`config.mk`:
```
export PLATFORM = sky130hd
export DESIGN_NAME = hazard_ctrl
export DESIGN_NICKNAME = d
export VERILOG_FILES = /design/src/rtl/hazard_pkg.sv /design/src/rtl/hazard_ctrl_sat_counter.sv /design/src/rtl/hazard_ctrl.sv
export SDC_FILE = /design/constraint.sdc
export NUM_CORES = 1
export LEC_CHECK = 0
export BUFFER_PORTS_ARGS = -buffer_cell sky130_fd_sc_hd__buf_2
export CORE_ASPECT_RATIO = 1.1
export CORE_UTILIZATION = 40
export DETAILED_ROUTE_END_ITERATION = 8
export PLACE_DENSITY = 0.61
export SYNTH_ARGS = -nofsm -noshare
export SYNTH_HDL_FRONTEND = slang
export SYNTH_SLANG_ARGS = --single-unit
```
`constraint.sdc`:
```
create_clock -name clk -period 5.35 [get_ports clk]
set_clock_uncertainty 0.2 [all_clocks]
set_input_delay 1.07 -clock clk [delete_from_list [all_inputs] [get_ports clk]]
set_output_delay 1.07 -clock clk [all_outputs]
set_load 0.01 [all_outputs]
```
`src/rtl/hazard_pkg.sv`:
```
// Shared pipeline definitions for the hazard scheduler: FSM state and register-index constants.
package hazard_pkg;
  localparam int REG_W = 5;
  localparam logic [REG_W-1:0] ZERO_REG = '0;

  typedef enum logic {
    RUN  = 1'b0,
    WAIT = 1'b1
  } hz_state_e;
endpackage

```
`src/rtl/hazard_ctrl_sat_counter.sv`:
```
// CNT_W-bit event counter that sticks at all-ones instead of wrapping.
module sat_counter #(
  parameter int CNT_W = 16
) (
  input  logic             clk,
  input  logic             rst,
  input  logic             inc,
  output logic [CNT_W-1:0] cnt
);
  logic [CNT_W-1:0] cnt_q, cnt_d;

  always_comb begin
    cnt_d = cnt_q;
    if (inc && (cnt_q != {CNT_W{1'b1}})) cnt_d = cnt_q + 1'b1;
  end

  always_ff @(posedge clk or posedge rst) begin
    if (rst) cnt_q <= '0;
    else     cnt_q <= cnt_d;
  end

  assign cnt = cnt_q;
endmodule

```
`src/rtl/hazard_ctrl.sv`:
```
// Stall/flush scheduler for the 5-stage pipeline: memory-wait freeze, branch flush, load-use stall.
module hazard_ctrl
  import hazard_pkg::*;
#(
  parameter int MEM_TIMEOUT = 16,
  parameter int CNT_W       = 16
) (
  input  logic             clk,
  input  logic             rst,
  input  logic [REG_W-1:0] id_rs1,
  input  logic [REG_W-1:0] id_rs2,
  input  logic             id_useRs1,
  input  logic             id_useRs2,
  input  logic             ex_memRead,
  input  logic [REG_W-1:0] ex_rd,
  input  logic             ex_branchTaken,
  input  logic             mem_memRead,
  input  logic             mem_memWrite,
  input  logic             dmem_ready,
  output logic             pc_write,
  output logic             pc_sel_branch,
  output logic             if_id_write,
  output logic             if_id_flush,
  output logic             id_ex_write,
  output logic             id_ex_bubble,
  output logic             ex_mem_write,
  output logic             mem_wb_bubble,
  output logic             mem_timeout,
  output logic [CNT_W-1:0] cnt_loaduse,
  output logic [CNT_W-1:0] cnt_flush,
  output logic [CNT_W-1:0] cnt_freeze
);
  localparam int WC_W = $clog2(MEM_TIMEOUT + 1);
  localparam logic [WC_W-1:0] TIMEOUT_V = WC_W'(MEM_TIMEOUT);

  hz_state_e       state_q, state_d;
  logic [WC_W-1:0] wait_cnt_q, wait_cnt_d;
  logic            mem_timeout_q, mem_timeout_d;

  logic pending, stalled, freeze, loaduse;
  logic sel_freeze, sel_branch, sel_loaduse;

  assign pending = mem_memRead | mem_memWrite;
  assign stalled = pending & ~dmem_ready;
  assign freeze  = stalled & (wait_cnt_q < TIMEOUT_V);
  assign loaduse = ex_memRead & (ex_rd != ZERO_REG) &
                   ((id_useRs1 & (id_rs1 == ex_rd)) | (id_useRs2 & (id_rs2 == ex_rd)));

  // Reset masks every hazard so the pipeline sees plain "advance" while rst is high.
  assign sel_freeze  = ~rst & freeze;
  assign sel_branch  = ~rst & ~freeze & ex_branchTaken;
  assign sel_loaduse = ~rst & ~freeze & ~ex_branchTaken & loaduse;

  always_comb begin
    pc_write      = 1'b1;
    pc_sel_branch = 1'b0;
    if_id_write   = 1'b1;
    if_id_flush   = 1'b0;
    id_ex_write   = 1'b1;
    id_ex_bubble  = 1'b0;
    ex_mem_write  = 1'b1;
    mem_wb_bubble = 1'b0;
    if (sel_freeze) begin
      pc_write      = 1'b0;
      if_id_write   = 1'b0;
      id_ex_write   = 1'b0;
      ex_mem_write  = 1'b0;
      mem_wb_bubble = 1'b1;
    end else if (sel_branch) begin
      pc_sel_branch = 1'b1;
      if_id_flush   = 1'b1;
      id_ex_bubble  = 1'b1;
    end else if (sel_loaduse) begin
      pc_write      = 1'b0;
      if_id_write   = 1'b0;
      id_ex_bubble  = 1'b1;
    end
  end

  always_comb begin
    state_d       = state_q;
    wait_cnt_d    = wait_cnt_q;
    mem_timeout_d = mem_timeout_q;
    unique case (state_q)
      RUN: begin
        if (stalled) begin
          state_d    = WAIT;
          wait_cnt_d = WC_W'(1);
        end else begin
          wait_cnt_d = '0;
        end
      end
      WAIT: begin
        if (!stalled) begin
          state_d    = RUN;
          wait_cnt_d = '0;
        end else if (wait_cnt_q < TIMEOUT_V) begin
          wait_cnt_d = wait_cnt_q + 1'b1;
        end else begin
          // Access abandoned: the pipeline moves on with whatever data MEM holds.
          state_d       = RUN;
          wait_cnt_d    = '0;
          mem_timeout_d = 1'b1;
        end
      end
      default: begin
        state_d    = RUN;
        wait_cnt_d = '0;
      end
    endcase
  end

  always_ff @(posedge clk or posedge rst) begin
    if (rst) begin
      state_q       <= RUN;
      wait_cnt_q    <= '0;
      mem_timeout_q <= 1'b0;
    end else begin
      state_q       <= state_d;
      wait_cnt_q    <= wait_cnt_d;
      mem_timeout_q <= mem_timeout_d;
    end
  end

  assign mem_timeout = mem_timeout_q;

  sat_counter #(.CNT_W(CNT_W)) u_cnt_loaduse (
    .clk(clk), .rst(rst), .inc(sel_loaduse), .cnt(cnt_loaduse)
  );
  sat_counter #(.CNT_W(CNT_W)) u_cnt_flush (
    .clk(clk), .rst(rst), .inc(sel_branch), .cnt(cnt_flush)
  );
  sat_counter #(.CNT_W(CNT_W)) u_cnt_freeze (
    .clk(clk), .rst(rst), .inc(sel_freeze), .cnt(cnt_freeze)
  );
endmodule

```
==> Word-level counts from Yosys, hierarchy flattened <==
Cells that the tools add are included.
{ "totals": {"word_cells": 58, "output_inout_bits": 57, "regBits": 55} }
{ "op_classes": {"n_reduce_logical": 5, "n_bitwise": 19, "muxes": 18, "eq_ne": 5, "n_addsub": 4, "order_cmp": 1} }
{ "op_table": {"columns": ["op", "n"], "rows": [
  ["$add 16x1->16 const B", 3],
  ["$ne 16x16->1 const B", 3],
  ["$mux 1", 14],
  ["$and 1x1->1", 11],
  ["$eq 5x5->1", 2],
  ["$mux 5", 2],
  ["$pmux 5 s2", 1],
  ["$not 1->1", 6],
  ["$add 5x1->5 const B", 1],
  ["$lt 5x5->1 const B", 1],
  ["$reduce_bool 5->1", 1],
  ["$logic_and 1x1->1", 3],
  ["$reduce_and 3->1", 1],
  ["$or 1x1->1", 2],
  ["$pmux 1 s2", 1]
]} }

==> Depth between registers and ports, before layout <==
Gate-level depths: netlist of the first run.
{ "logic_depth": {"ltp_word": 10, "mapped_depth": 9, "ltp_nobuf": 8} }

==> Modules after synthesis <==
From an unflattened synthesis of the first run, not the netlist that was laid out.
{ "unflattened": {"cells_unflattened": 265, "area_unflattened_um2": 2904.0} }
{ "by_module_without_submodules": {"columns": ["module", "area_per_inst_um2", "instances", "cells_per_inst", "seq_area_each_um2"], "rows": [
  ["sat_counter", 805.8, 3, 71, 400.4],
  ["hazard_ctrl", 486.7, 1, 52, 175.2]
]} }

==> Worst setup path after synthesis of the first run <==
Ideal clock, no wire load.
{ "synth_path": {"path_kind": "input-to-output", "from": "input rst", "to": "output pc_write", "arrival_time_ps": 3111, "path_buffers": 1, "slack_ps": 969, "path_stages": 5, "cell_sequence": "inv_1 -> nand2_1 -> inv_1 -> a21oi_1 -> buf_4"} }
{ "synth_between": {"elab_chain_cells": 7, "word_cells_on_any_way": 9, "cone_classes": "3 x mux; 6 x bitwise"} }
{ "synth_lines": {"columns": ["element", "line_no", "rtl"], "rows": [
  ["start, declared", "hazard_ctrl.sv:9", "input logic rst,"],
  ["$not 1->1 *", "hazard_ctrl.sv:50, hazard_ctrl.sv:51, hazard_ctrl.sv:52", null],
  ["$and 1x1->1", "hazard_ctrl.sv:51, hazard_ctrl.sv:52", null],
  ["$and 1x1->1 (2 in a row)", "hazard_ctrl.sv:52", "assign sel_loaduse = ~rst & ~freeze & ~ex_branchTaken & loaduse;"],
  ["$mux 1 (2 in a row)", null, null],
  ["$mux 1 *", null, null],
  ["end, declared", "hazard_ctrl.sv:20", "output logic pc_write,"]
]} }
Every way passes the cells marked *; elsewhere a longest branch is shown, timed or not.

==> Worst setup path in the final report of the first run <==
{ "layout_path": {"from": "input ex_rd[1]", "to": "output if_id_write"} }
{ "layout_between": {"elab_chain_cells": 8, "word_cells_on_any_way": 12, "cone_classes": "2 x eq/ne; 3 x mux; 6 x bitwise; 1 x reduce/logical"} }
{ "layout_lines": {"columns": ["element", "line_no", "rtl"], "rows": [
  ["start, declared", "hazard_ctrl.sv:15", "input logic [REG_W-1:0] ex_rd,"],
  ["$eq 5x5->1", "hazard_ctrl.sv:47", "((id_useRs1 & (id_rs1 == ex_rd)) | (id_useRs2 & (id_rs2 == ex_rd)));"],
  ["$and 1x1->1", "hazard_ctrl.sv:47", null],
  ["$or 1x1->1", "hazard_ctrl.sv:47", null],
  ["$and 1x1->1 *", "hazard_ctrl.sv:46", "assign loaduse = ex_memRead & (ex_rd != ZERO_REG) &"],
  ["$and 1x1->1 *", "hazard_ctrl.sv:52", null],
  ["$mux 1 *", "hazard_ctrl.sv:73", "end else if (sel_loaduse) begin"],
  ["$mux 1 *", "hazard_ctrl.sv:69", "end else if (sel_branch) begin"],
  ["$mux 1 *", "hazard_ctrl.sv:63", "if (sel_freeze) begin"],
  ["end, declared", "hazard_ctrl.sv:22", "output logic if_id_write,"]
]} }
Marked as above.

==> results.toml, run 1 <==
[floorplanning]
die_h_um = 88.9
initial_core_util = 0.416
io_pins = 81
die_x_um = 81.0
die_area_um2 = 7200
core_um2 = 6590
row_count = 31

[sta]
drv_slew = 0
fmax_mhz = 280
setup_violations = 0
finalSetupTns_ns = 0
rsz0062_at_grt = "false"
worstMarginPinSlew_ns = 0.688
finalHoldViolCount = 0
fin_crit_sh = 0.667
setup_ws_ns = 1.78
fin_crit_ns = 3.57
maxSlewHeadroom = 0.541

[final_layout]
utilization = 0.500
fillers = 632
layout-drive-gt1-share = 0.300
nNetsFinal = 377
area_delta_synth_final_pct = 20.2
antenna_cells = 0

[run_status]
outcome = "finished clean"

[critical_path]
worstSetupEndpointType = "output port"
critPathLaunchType = "input port"
worst_path_max_delay_cell = "or4_1"
worst_ep_required_time_ns = 4.08
r2r_start = "u_cnt_loaduse.cnt[0]"
reg2reg_to = "u_cnt_loaduse.cnt[1]"
cpMostUsedCell = "buf_2"
path_depth = 6
cp.arrival_ns = 2.30
r2r_cells = 6
crit_fanout = 5
critical-path-top-delay-family = "simple AND/OR/NAND/NOR gates"
crit_chain = "buf_2, or4_1, nor2_1, nor3_2, a21oi_1, buf_2"
critPathKind = "in2out"
endpoint = "if_id_write"
slowest_delay_ns = 0.54
worst-path-buf-inv = 2
crit_start = "ex_rd[1]"
r2r_slack_ns = 3.11

[logic_synthesis]
syn_area_um2 = 2740
syn_inst = 266
ys_warn_count = 0
synth_seq_cells = 55
syn_nets = 294
ys_seq_area_frac = 0.502
synth_edf_count = 0
synthArstFlopShare = 1.00
synth_area_per_cell_um2 = 10.3
ys_types = 40
ys.flop_type = "dfrtp_1"

[cts]
post_cts_buffers = 0
cts_tree = "built"
cts_sinks = 55
clk_pin_slew_ns = 0.08
insertion_delay_ns = 0.30
clock_path_buffers = 2
cts_resized = 0
cts_root_buf = "clkbuf_8"
numCtsBuffers = 5
htree_num_levels = 2
cts-hold-fix-buffers = 0

[worst_hold_path]
hold_path.class = "reg2reg"
whs_path_depth = 1

[pwr]
finalPower_uw = 914
max-vdd-ir-drop_v = 0.000152
p_leak_nw = 1.74
p_per_area_nw_per_um2 = 277

[placement]
io_buffers = 80
dp_hpwl_mm = 4.10
gp_congestion = 0.750
dp_slack_ns = 1.78

[grt]
grt_usage = 0.163
grt_max_degree = 56
grt_pass1_wl_mm = 9.11
antenna_found_initial = 0
gr-total-overflow = 0
grt_pass1_vias = 2051

[drt]
post_drt_via_cell_ratio = 4.95
drt_first_iter_violations = 59
routed_wl_mm = 5.52
num_vias = 2140
dr.pass1.iters = 4
final_antenna_net_count = 0
drc = 0
wl_per_cell_um = 12.8

[flow_run]
cap_viol_max_count = 0
## routing by layer
metal	vias to the layer above	share of wire	wire length, um	GRT usage
li1	1064	-	-	-
met1	1025	0.46	2520	0.202
met2	47	0.49	2690	0.280
met3	4	0.049	272	0.0433
met4	0	0.0080	44	0.0422
met5	-	0	0	0
## cell usage in the layout, fill, tap and decap left out, drive strengths merged, types with 2 or more instances in the layout
cell	count
buf	81
dfrtp	55
nor2	35
nand2	33
xnor2	30
xor2	23
nand3	19
nand4	12
nor3	9
clkbuf	7
and3	6
inv	6
a21oi	4
ha	4
or2	4
nor4	3
mux2	3
a211oi	2
and4	2
or3	2
## cell families (layout without fill, tap and decap cells)
family                     after synthesis  after routing  synth area share
and+or+nand+nor                        129            129             0.247
DFF                                     55             55             0.502
AOI/OAI and AO/OA                       11             11            0.0292
adders and majority gates                4              4            0.0182
xor gates and xnor gates                53             53             0.169
buffers and inverters                   11             95            0.0223
muxes                                    3              3            0.0123
## where the power goes
part	switching, mW	total, mW	internal (mW)	leakage, nW
clock network	0.126	0.219	0.0923	0.0422
registers	0.0565	0.514	0.458	0.734
logic	0.0948	0.181	0.0859	0.967
## synthesized netlist by cell type (all sizes together) (3+ instances only)
library cell	count	area, um2
and3	6	37.5
nand2	33	124
ha	4	50.1
dfrtp	55	1380
nor3	9	83.8
or2	4	27.5
nor4	3	18.8
inv	6	22.5
xnor2	30	263
mux2	3	33.8
nand3	19	95.1
nand4	12	87.6
buf	5	38.8
nor2	35	139
a21oi	4	20.0
xor2	23	201
## worst min path at each step
stage,end,from
6_report,mem_timeout,mem_timeout
5_1_grt,mem_timeout,mem_timeout
4_1_cts,mem_timeout,mem_timeout
3_5_place_dp,mem_timeout,mem_timeout
3_3_place_gp,mem_timeout,mem_timeout
2_1_floorplan,wait_cnt_q[0],wait_cnt_q[0]
## worst reg2reg max path, cell delays in order, from the launching register on
cell and delay (ns):
dfrtp_1 0.45, ha_1 0.22, nand2_1 0.07, nor4_1 0.31
nand2b_1 0.13, nand3_1 0.38, mux2_1 0.36
## stage by stage
step	hold WS [ns]	cells	area [um2]
after floorplan	0.259	266	2740
after global placement	0.262	424	3220
after detailed placement	0.263	424	3220
after CTS	0.283	432	3300
after global routing	0.305	432	3300
final	0.278	432	3300
## flip-flops by register name, summed over array words and instances (netlist names)
register           cells
u_cnt_freeze.cnt      16
u_cnt_flush.cnt       16
u_cnt_loaduse.cnt     16
wait_cnt_q             5
mem_timeout            1
state_q                1
## layout make-up
class | instances | area, um2 | area share
tap | 82 | 103 | 0.0311
timing repair buffer | 81 | 408 | 0.124
inverter | 6 | 22.5 | 0.00683
sequential | 55 | 1380 | 0.417
multi-input combinational | 200 | 1310 | 0.396
clock buffer | 7 | 76.3 | 0.0231
clock inverter | 1 | 5.00 | 0.00152
Power figures use the tool's default switching activity.
==> inputs of run 2 (changes only) <==
- PLACE_DENSITY: 0.61 -> 0.64
- clock period: 5.35 -> 3.1 ns (I/O delays scaled with it)
==> results.toml, run 2 (synthesized netlist as in run 1, its figures left out) <==
[run_status]
outcome = "finished clean"

[floorplanning]
io_pins = 81
die_h_um = 88.9
die_area_um2 = 7200
core_um2 = 6590
initial_core_util = 0.416
die_x_um = 81.0
row_count = 31

[cts]
cts_sinks = 55
insertion_delay_ns = 0.30
htree_num_levels = 2
post_cts_buffers = 0
cts-hold-fix-buffers = 0
cts_root_buf = "clkbuf_8"
clock_path_buffers = 2
cts_tree = "built"
cts_resized = 0
clk_pin_slew_ns = 0.09
numCtsBuffers = 5

[pwr]
p_sw_uw = 481
p_seq_frac = 0.563
p_per_area_nw_per_um2 = 477
p_sw_frac = 0.305
finalPower_mw = 1.58
combPwrFrac = 0.199
pwr-share-clk = 0.238
max-vdd-ir-drop_v = 0.000209
p_int_mw = 1.10
p_leak_nw = 1.74

[sta]
finalSetupTns_ns = 0
fmax_mhz = 370
maxSlewHeadroom = 0.539
rsz0062_at_grt = "false"
fin_crit_ns = 2.70
worstMarginPinSlew_ns = 0.691
drv_slew = 0
fin_crit_sh = 0.872
finalHoldViolCount = 0
setup_violations = 0

[worst_hold_path]
hold_path.class = "reg2reg"
whs_path_depth = 1

[grt]
gr-total-overflow = 0
grt_max_degree = 56
grt_usage = 0.158
grt_pass1_wl_mm = 8.89
grt_pass1_vias = 1936
antenna_found_initial = 0

[final_layout]
antenna_cells = 0
layout-drive-gt1-share = 0.303
fillers = 634
layout_common_cells = "80 x buf_2, 55 x dfrtp_1, 34 x nor2_1, 32 x nand2_1, 30 x xnor2_1"
design_area_um2 = 3310
area_delta_synth_final_pct = 20.6
nNetsFinal = 377
layout_commonest_cell = "buf_2"
layoutNonFillerInstCount = 432

[critical_path]
r2r_cells = 6
cp.arrival_ns = 1.88
worstSetupEndpointType = "output port"
crit_fanout = 5
critPathKind = "in2out"
worst_ep_required_time_ns = 2.28
critPathLaunchType = "input port"

[placement]
dp.cells = 424
gp_congestion = 0.806
dp_hpwl_mm = 4.18
place_area_um2 = 3230
io_buffers = 80

[drt]
wl_per_cell_um = 12.7
num_vias = 2129
routed_wl_mm = 5.47
post_drt_via_cell_ratio = 4.93
final_antenna_net_count = 0
drt_first_iter_violations = 126
dr.pass1.iters = 4
drc = 0

[flow_run]
cap_viol_max_count = 0
[run 2: final cells by class]
type / instances / area (um2) / area share
flip-flops and latches: 55 / 1380 / 0.416
clock inverters: 1 / 5.00 / 0.00151
inverters: 6 / 26.3 / 0.00794
repair buffers: 81 / 408 / 0.123
multi-input cells: 200 / 1310 / 0.397
well taps: 82 / 103 / 0.0310
clock buffers: 7 / 76.3 / 0.0231
[run 2: metrics by stage]
step	setup slack, ns	utilization	hold slack [ns]
floorplan	0.0349	-	0.259
global placement	0.454	0.489	0.260
detailed placement	0.424	0.489	0.264
CTS	0.422	0.502	0.288
global route	0.331	0.502	0.320
finish	0.396	0.502	0.287
[run 2: final timing paths]
path                                           start              endpoint  slack [ns]
worst min-delay path                     mem_timeout           mem_timeout        0.29
worst max-delay path                        ex_rd[1]              pc_write        0.40
min in group asynchronous                        rst         wait_cnt_q[4]        0.39
worst min register to register           mem_timeout           mem_timeout        0.29
worst max register to register  u_cnt_loaduse.cnt[0]  u_cnt_loaduse.cnt[1]        0.86
max in group asynchronous                        rst   u_cnt_freeze.cnt[4]        1.86
[run 2: power groups by stage]
stage          Sequential [mW]  Clock, mW  Combinational [mW]
6_report                 0.889      0.375               0.314
5_1_grt                  0.906      0.424               0.351
4_1_cts                  0.890      0.394               0.323
3_5_place_dp             0.905          0               0.322
3_3_place_gp             0.897          0               0.313
2_1_floorplan            0.920          0               0.152
[run 2: critical path, cell delays in order]
cell     delay, ns
buf_2         0.12
or4_1         0.52
nor2_1        0.14
nor3_2        0.09
a21oi_1       0.23
buf_2         0.17
[run 2: layer usage]
layer / global-route usage / vias up / wire [um]
met1: 0.201 / 1021 / 2510
met3: 0.0402 / 2 / 225
met5: 0 / - / 0
met4: 0.0292 / 0 / 20
met2: 0.273 / 43 / 2710
li1: - / 1063 / -
==> inputs of run 3 (changes only) <==
- CTS_BUF_LIST: not set -> sky130_fd_sc_hd__clkbuf_4 sky130_fd_sc_hd__clkbuf_8
==> results.toml, run 3 (synthesized netlist as in run 1, its figures left out) <==
[run_status]
outcome = "finished clean"

[final_layout]
layout_common_cells = "80 x buf_2, 55 x dfrtp_1, 34 x nor2_1, 32 x nand2_1, 30 x xnor2_1"
nNetsFinal = 377
antenna_cells = 0
layout_commonest_cell = "buf_2"
area_delta_synth_final_pct = 20.8
layout-drive-gt1-share = 0.309

[cts]
post_cts_buffers = 0
cts-hold-fix-buffers = 0
numCtsBuffers = 5
insertion_delay_ns = 0.30
cts_tree = "built"
cts_root_buf = "clkbuf_8"
clock_path_buffers = 2
clk_pin_slew_ns = 0.09
cts_resized = 0
cts_sinks = 55
htree_num_levels = 2

[sta]
finalSetupTns_ns = 0
rsz0062_at_grt = "false"
setup_violations = 0
finalHoldViolCount = 0
fin_crit_sh = 0.872
maxSlewHeadroom = 0.543
fin_crit_ns = 2.70
fmax_mhz = 370
worstMarginPinSlew_ns = 0.685
drv_slew = 0
setup_ws_ns = 0.396

[critical_path]
r2r_cells = 6
critPathKind = "in2out"
r2r_start = "u_cnt_loaduse.cnt[0]"
crit_fanout = 5
r2r_slack_ns = 0.86
reg2reg_to = "u_cnt_loaduse.cnt[1]"
critPathLaunchType = "input port"
cp.arrival_ns = 1.88
worstSetupEndpointType = "output port"
worst_ep_required_time_ns = 2.28

[grt]
grt_pass1_vias = 1932
antenna_found_initial = 0
gr-total-overflow = 0
grt_max_degree = 56
grt_usage = 0.160
grt_pass1_wl_mm = 8.95

[placement]
dp_slack_ns = 0.424
io_buffers = 80
gp_congestion = 0.806
dp_hpwl_mm = 4.18

[worst_hold_path]
holdPathEnd = "mem_timeout"
hold_path.class = "reg2reg"
min_from = "mem_timeout"
whs_path_depth = 1

[pwr]
p_per_area_nw_per_um2 = 482
p_leak_nw = 1.75
max-vdd-ir-drop_v = 0.000209

[drt]
wl_per_cell_um = 12.7
drt_first_iter_violations = 124
num_vias = 2109
routed_wl_mm = 5.51
final_antenna_net_count = 0
drc = 0
dr.pass1.iters = 4
post_drt_via_cell_ratio = 4.88

[floorplanning]
die_h_um = 88.9
row_count = 31
die_area_um2 = 7200
core_um2 = 6590
die_x_um = 81.0
io_pins = 81
initial_core_util = 0.416

[flow_run]
cap_viol_max_count = 0
-- run 3: cell counts in the layout (fill, tap and decap cells not counted) --
Identical to the previous run, type by type.
-- run 3: critical path, stage by stage --
cell and delay, ns:
buf_2 0.12, or4_1 0.52, nor2_1 0.14, nor3_2 0.09, a21oi_1 0.23, buf_2 0.17
-- run 3: how the worst max path moves through the flow --
| stage | cells past startpoint | end | startpoint |
|---|---|---|---|
| floorplan | 5 | pc_write | rst |
| global placement | 6 | pc_write | ex_rd[1] |
| detailed placement | 6 | if_id_write | ex_rd[1] |
| CTS | 6 | pc_write | ex_rd[1] |
| global route | 6 | if_id_write | ex_rd[1] |
| finish | 6 | pc_write | ex_rd[1] |
-- run 3: layout make-up --
cell class,count,area [um2]
Clock inverter,1,5.00
Multi-Input combinational cell,200,1310
Clock buffer,7,83.8
Fill cell,633,3280
Timing Repair Buffer,81,408
Tap cell,82,103
Sequential cell,55,1380
Inverter,6,26.3
-- run 3: routing by layer --
layer,global-route usage,share of wire,vias up
met5,0,0,-
met1,0.203,0.46,998
li1,-,-,1063
met3,0.0423,0.043,4
met2,0.273,0.49,44
met4,0.0308,0.0065,0
-- run 3: per-stage QoR --
step,area [um2],instances,hold slack (ns),power (mW),utilization
floorplan,2760,266,0.259,1.07,-
global placement,3230,424,0.260,1.21,0.489
detailed placement,3230,424,0.264,1.23,0.489
CTS,3320,432,0.288,1.62,0.503
global route,3320,432,0.320,1.70,0.503
finish,3320,432,0.287,1.60,0.503
-- run 3: report_power, final --
group / internal (mW) / switching (mW)
Sequential: 0.790 / 0.0997
Combinational: 0.148 / 0.166
Clock: 0.177 / 0.220
